===== src/rtl/dmem_copy_engine.sv =====
// Word-copy initiator for the data-memory port: moves a block of words from src to dst,
// choosing the copy direction so overlapping regions behave like a memmove.
module dmem_copy_engine #(
  parameter int unsigned MEM_DEPTH = 101,
  parameter int unsigned LEN_W     = 8
) (
  input  logic             clk,
  input  logic             rst_n,
  input  logic             start,
  input  logic [31:0]      src_addr,
  input  logic [31:0]      dst_addr,
  input  logic [LEN_W-1:0] len,
  output logic [31:0]      Addr,
  output logic [31:0]      WriteData,
  output logic             MemRead,
  output logic             MemWrite,
  input  logic [31:0]      ReadData,
  output logic             busy,
  output logic             done,
  output logic             err,
  output logic [LEN_W-1:0] words_done
);

  typedef enum logic [2:0] {
    S_IDLE,
    S_CHECK,
    S_READ,
    S_WRITE,
    S_DONE
  } state_t;

  state_t           state_q, state_d;
  logic [31:0]      src_q, src_d;
  logic [31:0]      dst_q, dst_d;
  logic [LEN_W-1:0] len_q, len_d;
  logic [LEN_W-1:0] idx_q, idx_d;
  logic [LEN_W-1:0] wdone_q, wdone_d;
  logic [31:0]      data_q, data_d;
  logic             err_q, err_d;
  logic             bwd_q, bwd_d;

  logic [32:0]      src_last;
  logic [32:0]      dst_last;
  logic             range_err;
  logic             overlap_bwd;
  logic [LEN_W-1:0] offset;
  logic [31:0]      offset32;
  logic             more_words;

  // Last touched addresses in 33 bits so a 32-bit wrap still reads as out of range.
  always_comb begin
    src_last    = {1'b0, src_q} + 33'(len_q) - 33'd1;
    dst_last    = {1'b0, dst_q} + 33'(len_q) - 33'd1;
    range_err   = (len_q != '0) &&
                  ((src_last > 33'(MEM_DEPTH - 1)) || (dst_last > 33'(MEM_DEPTH - 1)));
    overlap_bwd = (dst_q > src_q) && ({1'b0, dst_q} <= src_last);
    offset      = bwd_q ? (len_q - LEN_W'(1) - idx_q) : idx_q;
    offset32    = 32'(offset);
    more_words  = ({1'b0, idx_q} + {{LEN_W{1'b0}}, 1'b1}) < {1'b0, len_q};
  end

  always_ff @(posedge clk) begin
    if (!rst_n) begin
      state_q <= S_IDLE;
      src_q   <= '0;
      dst_q   <= '0;
      len_q   <= '0;
      idx_q   <= '0;
      wdone_q <= '0;
      data_q  <= '0;
      err_q   <= 1'b0;
      bwd_q   <= 1'b0;
    end else begin
      state_q <= state_d;
      src_q   <= src_d;
      dst_q   <= dst_d;
      len_q   <= len_d;
      idx_q   <= idx_d;
      wdone_q <= wdone_d;
      data_q  <= data_d;
      err_q   <= err_d;
      bwd_q   <= bwd_d;
    end
  end

  always_comb begin
    state_d = state_q;
    src_d   = src_q;
    dst_d   = dst_q;
    len_d   = len_q;
    idx_d   = idx_q;
    wdone_d = wdone_q;
    data_d  = data_q;
    err_d   = err_q;
    bwd_d   = bwd_q;
    unique case (state_q)
      S_IDLE: begin
        if (start) begin
          src_d   = src_addr;
          dst_d   = dst_addr;
          len_d   = len;
          idx_d   = '0;
          wdone_d = '0;
          err_d   = 1'b0;
          bwd_d   = 1'b0;
          state_d = S_CHECK;
        end
      end
      S_CHECK: begin
        if (range_err) begin
          err_d   = 1'b1;
          state_d = S_DONE;
        end else if (len_q == '0) begin
          state_d = S_DONE;
        end else begin
          bwd_d   = overlap_bwd;
          state_d = S_READ;
        end
      end
      S_READ: begin
        data_d  = ReadData;
        state_d = S_WRITE;
      end
      S_WRITE: begin
        idx_d   = idx_q + LEN_W'(1);
        wdone_d = wdone_q + LEN_W'(1);
        state_d = more_words ? S_READ : S_DONE;
      end
      S_DONE: begin
        state_d = S_IDLE;
      end
      default: begin
        state_d = S_IDLE;
      end
    endcase
  end

  always_comb begin
    Addr      = '0;
    WriteData = '0;
    MemRead   = 1'b0;
    MemWrite  = 1'b0;
    unique case (state_q)
      S_READ: begin
        Addr    = src_q + offset32;
        MemRead = 1'b1;
      end
      S_WRITE: begin
        Addr      = dst_q + offset32;
        WriteData = data_q;
        MemWrite  = 1'b1;
      end
      default: begin
        Addr = '0;
      end
    endcase
  end

  assign busy       = (state_q != S_IDLE);
  assign done       = (state_q == S_DONE);
  assign err        = err_q;
  assign words_done = wdone_q;

endmodule


===== config.mk =====
export PLATFORM = sky130hd
export DESIGN_NAME = dmem_copy_engine
export DESIGN_NICKNAME = d
export VERILOG_FILES = /design/src/rtl/dmem_copy_engine.sv
export SDC_FILE = /design/constraint.sdc
export NUM_CORES = 1
export LEC_CHECK = 0
export ABC_AREA = 1
export CAP_MARGIN = 10
export CELL_PAD_IN_SITES_DETAIL_PLACEMENT = 2
export CELL_PAD_IN_SITES_GLOBAL_PLACEMENT = 2
export CORE_UTILIZATION = 30
export CTS_CLUSTER_DIAMETER = 40
export DETAILED_ROUTE_END_ITERATION = 8
export PLACE_DENSITY = 0.83
export RECOVER_POWER = 100
export SYNTH_ARGS = -nofsm -noshare
export SYNTH_HDL_FRONTEND = slang
export SYNTH_SLANG_ARGS = --single-unit

===== constraint.sdc =====
create_clock -name clk -period 5 [get_ports clk]
set_clock_uncertainty 0.2 [all_clocks]
set_input_delay 1 -clock clk [delete_from_list [all_inputs] [get_ports clk]]
set_output_delay 1 -clock clk [all_outputs]
set_load 0.1 [all_outputs]

==> metrics.cfg <==
[route]
routed_wl_um = 96200
vias_per_cell = 5.90
first_pass_iters = 5
post-route-drc-count = 0
met3_length_um = 7520
drt-met1-wl_um = 34100
avgRoutedWirePerCell_um = 30.9
drtIter0Drc = 1421
top_layer_used = met5
postRouteAntennaNets = 0
dr_wl_met2_um = 44100
vias = 18400

[setup_path]
arrival_ps = 4900
cp_max_fo = 27
worstSetupStartpointType = flip-flop
cp.required_ps = 3800
end_kind = output port
path_class = reg2out

[cts]
cts_buffer_depth = 2
numCtsBuffers = 17
cts_root_buf = clkbuf_16
cts_sinks = 125
clk_pin_slew_ps = 100
clock_latency_ps = 520
cts_tree = yes
cts_max_level = 4
holdBufCountCts = 0

[run]
max_cap_viol_count = 6

[synthesis]
syn-num-nets = 2536
syn_avg_cell_area_um2 = 5.88
seq_area_frac_synth_pct = 18.8
synth_area_um2 = 13300
ys_ff_latch = 125
yosysWarnings = 0
synthDistinctLibCells = 45
synth_cells = 2260

[finish]
fillCellCount = 5307
multi_input_area_um2 = 9860
nNetsFinal = 2787
final_cell_mix = nand2_1 (552), inv_1 (398), nor2_1 (218)
final-seq-area_um2 = 2510
final_common_cell = nand2_1
areaGrowthSynthToFinish_pct = 35.4
drive_above_1_share_pct = 12.1
fin_cells = 3118

[outcome]
violations = max-capacitance violations, max-slew violations, negative setup slack
status = finished, violations left

[floorplanning]
start_util_pct = 30.7
ioPinCount = 184
die-width_um = 213
dieArea_um2 = 45200
num_rows = 76
die_height_um = 213
coreArea_um2 = 43400

[sta]
finalHoldViolations = 0
setup_viol = 37
layout_min_cycle_time_ps = 6100
slew_headroom_pct = -78.0
max_freq_ghz = 0.164
rsz0062_at_grt = true
worst_pin_slew_ps = 2670
worst_hold_slack_ps = 259
period_share_pct = 122
setup_slack_ps = -1100
drv_slew = 248

[placement]
gp_congestion = 0.904
place_hpwl_um = 52700
portBuffers = 183
dp.cells = 3025

[global_routing]
grt-ovfl-total = 0
grt_pass1_wl_um = 111000
grt_max_degree = 65
antenna_found_initial = 13
grt_pass1_vias = 18600
track_usage_pct = 32.8

[power_and_ir_drop]
total_power_w = 0.00555
powerDensity_nw_per_um2 = 308
leakage_nw = 8.60
peakVddDrop_uv = 304

[hold_path]
hold_path.class = reg2reg

## what timing repair did
| item | CTS | global route |
|---|---|---|
| setup buffers | 18 | 37 |
| gates resized for setup | 66 | 119 |
| hold endpoints to repair | 0 | 0 |
| cloned | 0 | 1 |
| pin swaps | 29 | 59 |
| setup endpoints to repair | 25 | 28 |
## state kept, by name (all words and copies together) (netlist names)
signal	flops
bwd_q	1
len_q	8
words_done	8
data_q	32
idx_q	8
state_q	3
err	1
dst_q	32
src_q	32
## metal layers
layer	GRT usage, %	up-vias
li1	-	7780
met1	36.1	8969
met2	57.7	1082
met3	5.29	549
met4	22.7	6
met5	0	-
## final cells by class
class | instances | area share [%]
tap | 585 | 4.06
multi-input combinational | 1668 | 54.8
antenna | 9 | 0.125
clock inverter | 14 | 0.806
sequential | 125 | 13.9
inverter | 416 | 8.73
timing repair buffer | 283 | 15.1
clock buffer | 18 | 2.44
## worst max-delay path, stage by stage (launching register included)
cell and delay [ps]:
dfxtp_1 540, nor2_4 100, inv_2 170, nor2_8 110, buf_6 210, o21ai_0 1290, nor2_1 200, inv_1 360
nor2_1 210, nand2_1 220, inv_1 70, nand4_1 200, xor2_2 160, nor2_2 280, buf_12 210
## cells in the mapped netlist, drive strengths merged
library cell | count | area (um^2)
a32oi | 1 | 8.76
clkinv | 1 | 3.75
o21a | 2 | 15.0
ha | 165 | 2060
nor3 | 23 | 115
clkbuf | 47 | 176
nand4 | 42 | 263
o211a | 1 | 10.0
fa | 4 | 80.1
and2 | 3 | 18.8
nand3 | 97 | 485
nor2 | 249 | 982
xnor2 | 9 | 78.8
or2 | 1 | 6.26
a31o | 1 | 8.76
a211oi | 7 | 52.6
xor2 | 23 | 201
a21oi | 212 | 1060
a21o | 4 | 30.0
o41ai | 1 | 8.76
o21bai | 8 | 60.1
a221oi | 1 | 8.76
nand2 | 571 | 2150
a31oi | 8 | 50.1
and3 | 5 | 31.3
inv | 415 | 1560
o22ai | 3 | 18.8
dfxtp | 125 | 2500
nor4 | 8 | 65.1
nand3b | 12 | 90.1
o311a | 1 | 10.0
or3 | 1 | 6.26
o21ai | 198 | 1000
o211ai | 4 | 30.0
a2111oi | 2 | 17.5
buf | 5 | 28.8
## where the power goes
part           internal, W  switching [W]  total [W]
clock network     0.000748       0.000680    0.00143
registers          0.00105      0.0000933    0.00114
logic             0.000888        0.00209    0.00298
## cells by family (layout without fill, tap and decap cells)
kind of cell | count (synthesis) | after routing | share of synthesized area, %
compound gates | 454 | 454 | 18.0
fa+ha+maj | 169 | 169 | 16.1
xor+xnor | 32 | 32 | 2.11
simple gates | 1012 | 1013 | 31.7
other cells | 0 | 9 | 0
flops | 125 | 125 | 18.8
buf+inv | 468 | 731 | 13.3
## final timing paths
path	from	to	slack [ps]	cells after the start
hold / removal	data_q[3]	data_q[3]	260	2
hold reg to reg	data_q[3]	data_q[3]	260	2
setup reg to reg	len_q[1]	state_q[2]	-930	26
setup / recovery	state_q[2]	Addr[25]	-1100	14
## metrics by stage
| stage | setup TNS (ps) | setup WS, ps | util, % | cell area [um^2] |
|---|---|---|---|---|
| 6_report | -24490 | -1100 | 41.5 | 18000 |
| 4_1_cts | -8020 | -506 | 40.1 | 17400 |
| 2_1_floorplan | -391 | -193 | - | 13600 |
| 3_5_place_dp | -905 | -243 | 38.0 | 16500 |
| 3_3_place_gp | 0 | 84.0 | 38.0 | 16500 |
| 5_1_grt | -27230 | -1110 | 41.5 | 18000 |
No activity file was read; power rests on OpenSTA's default activity.
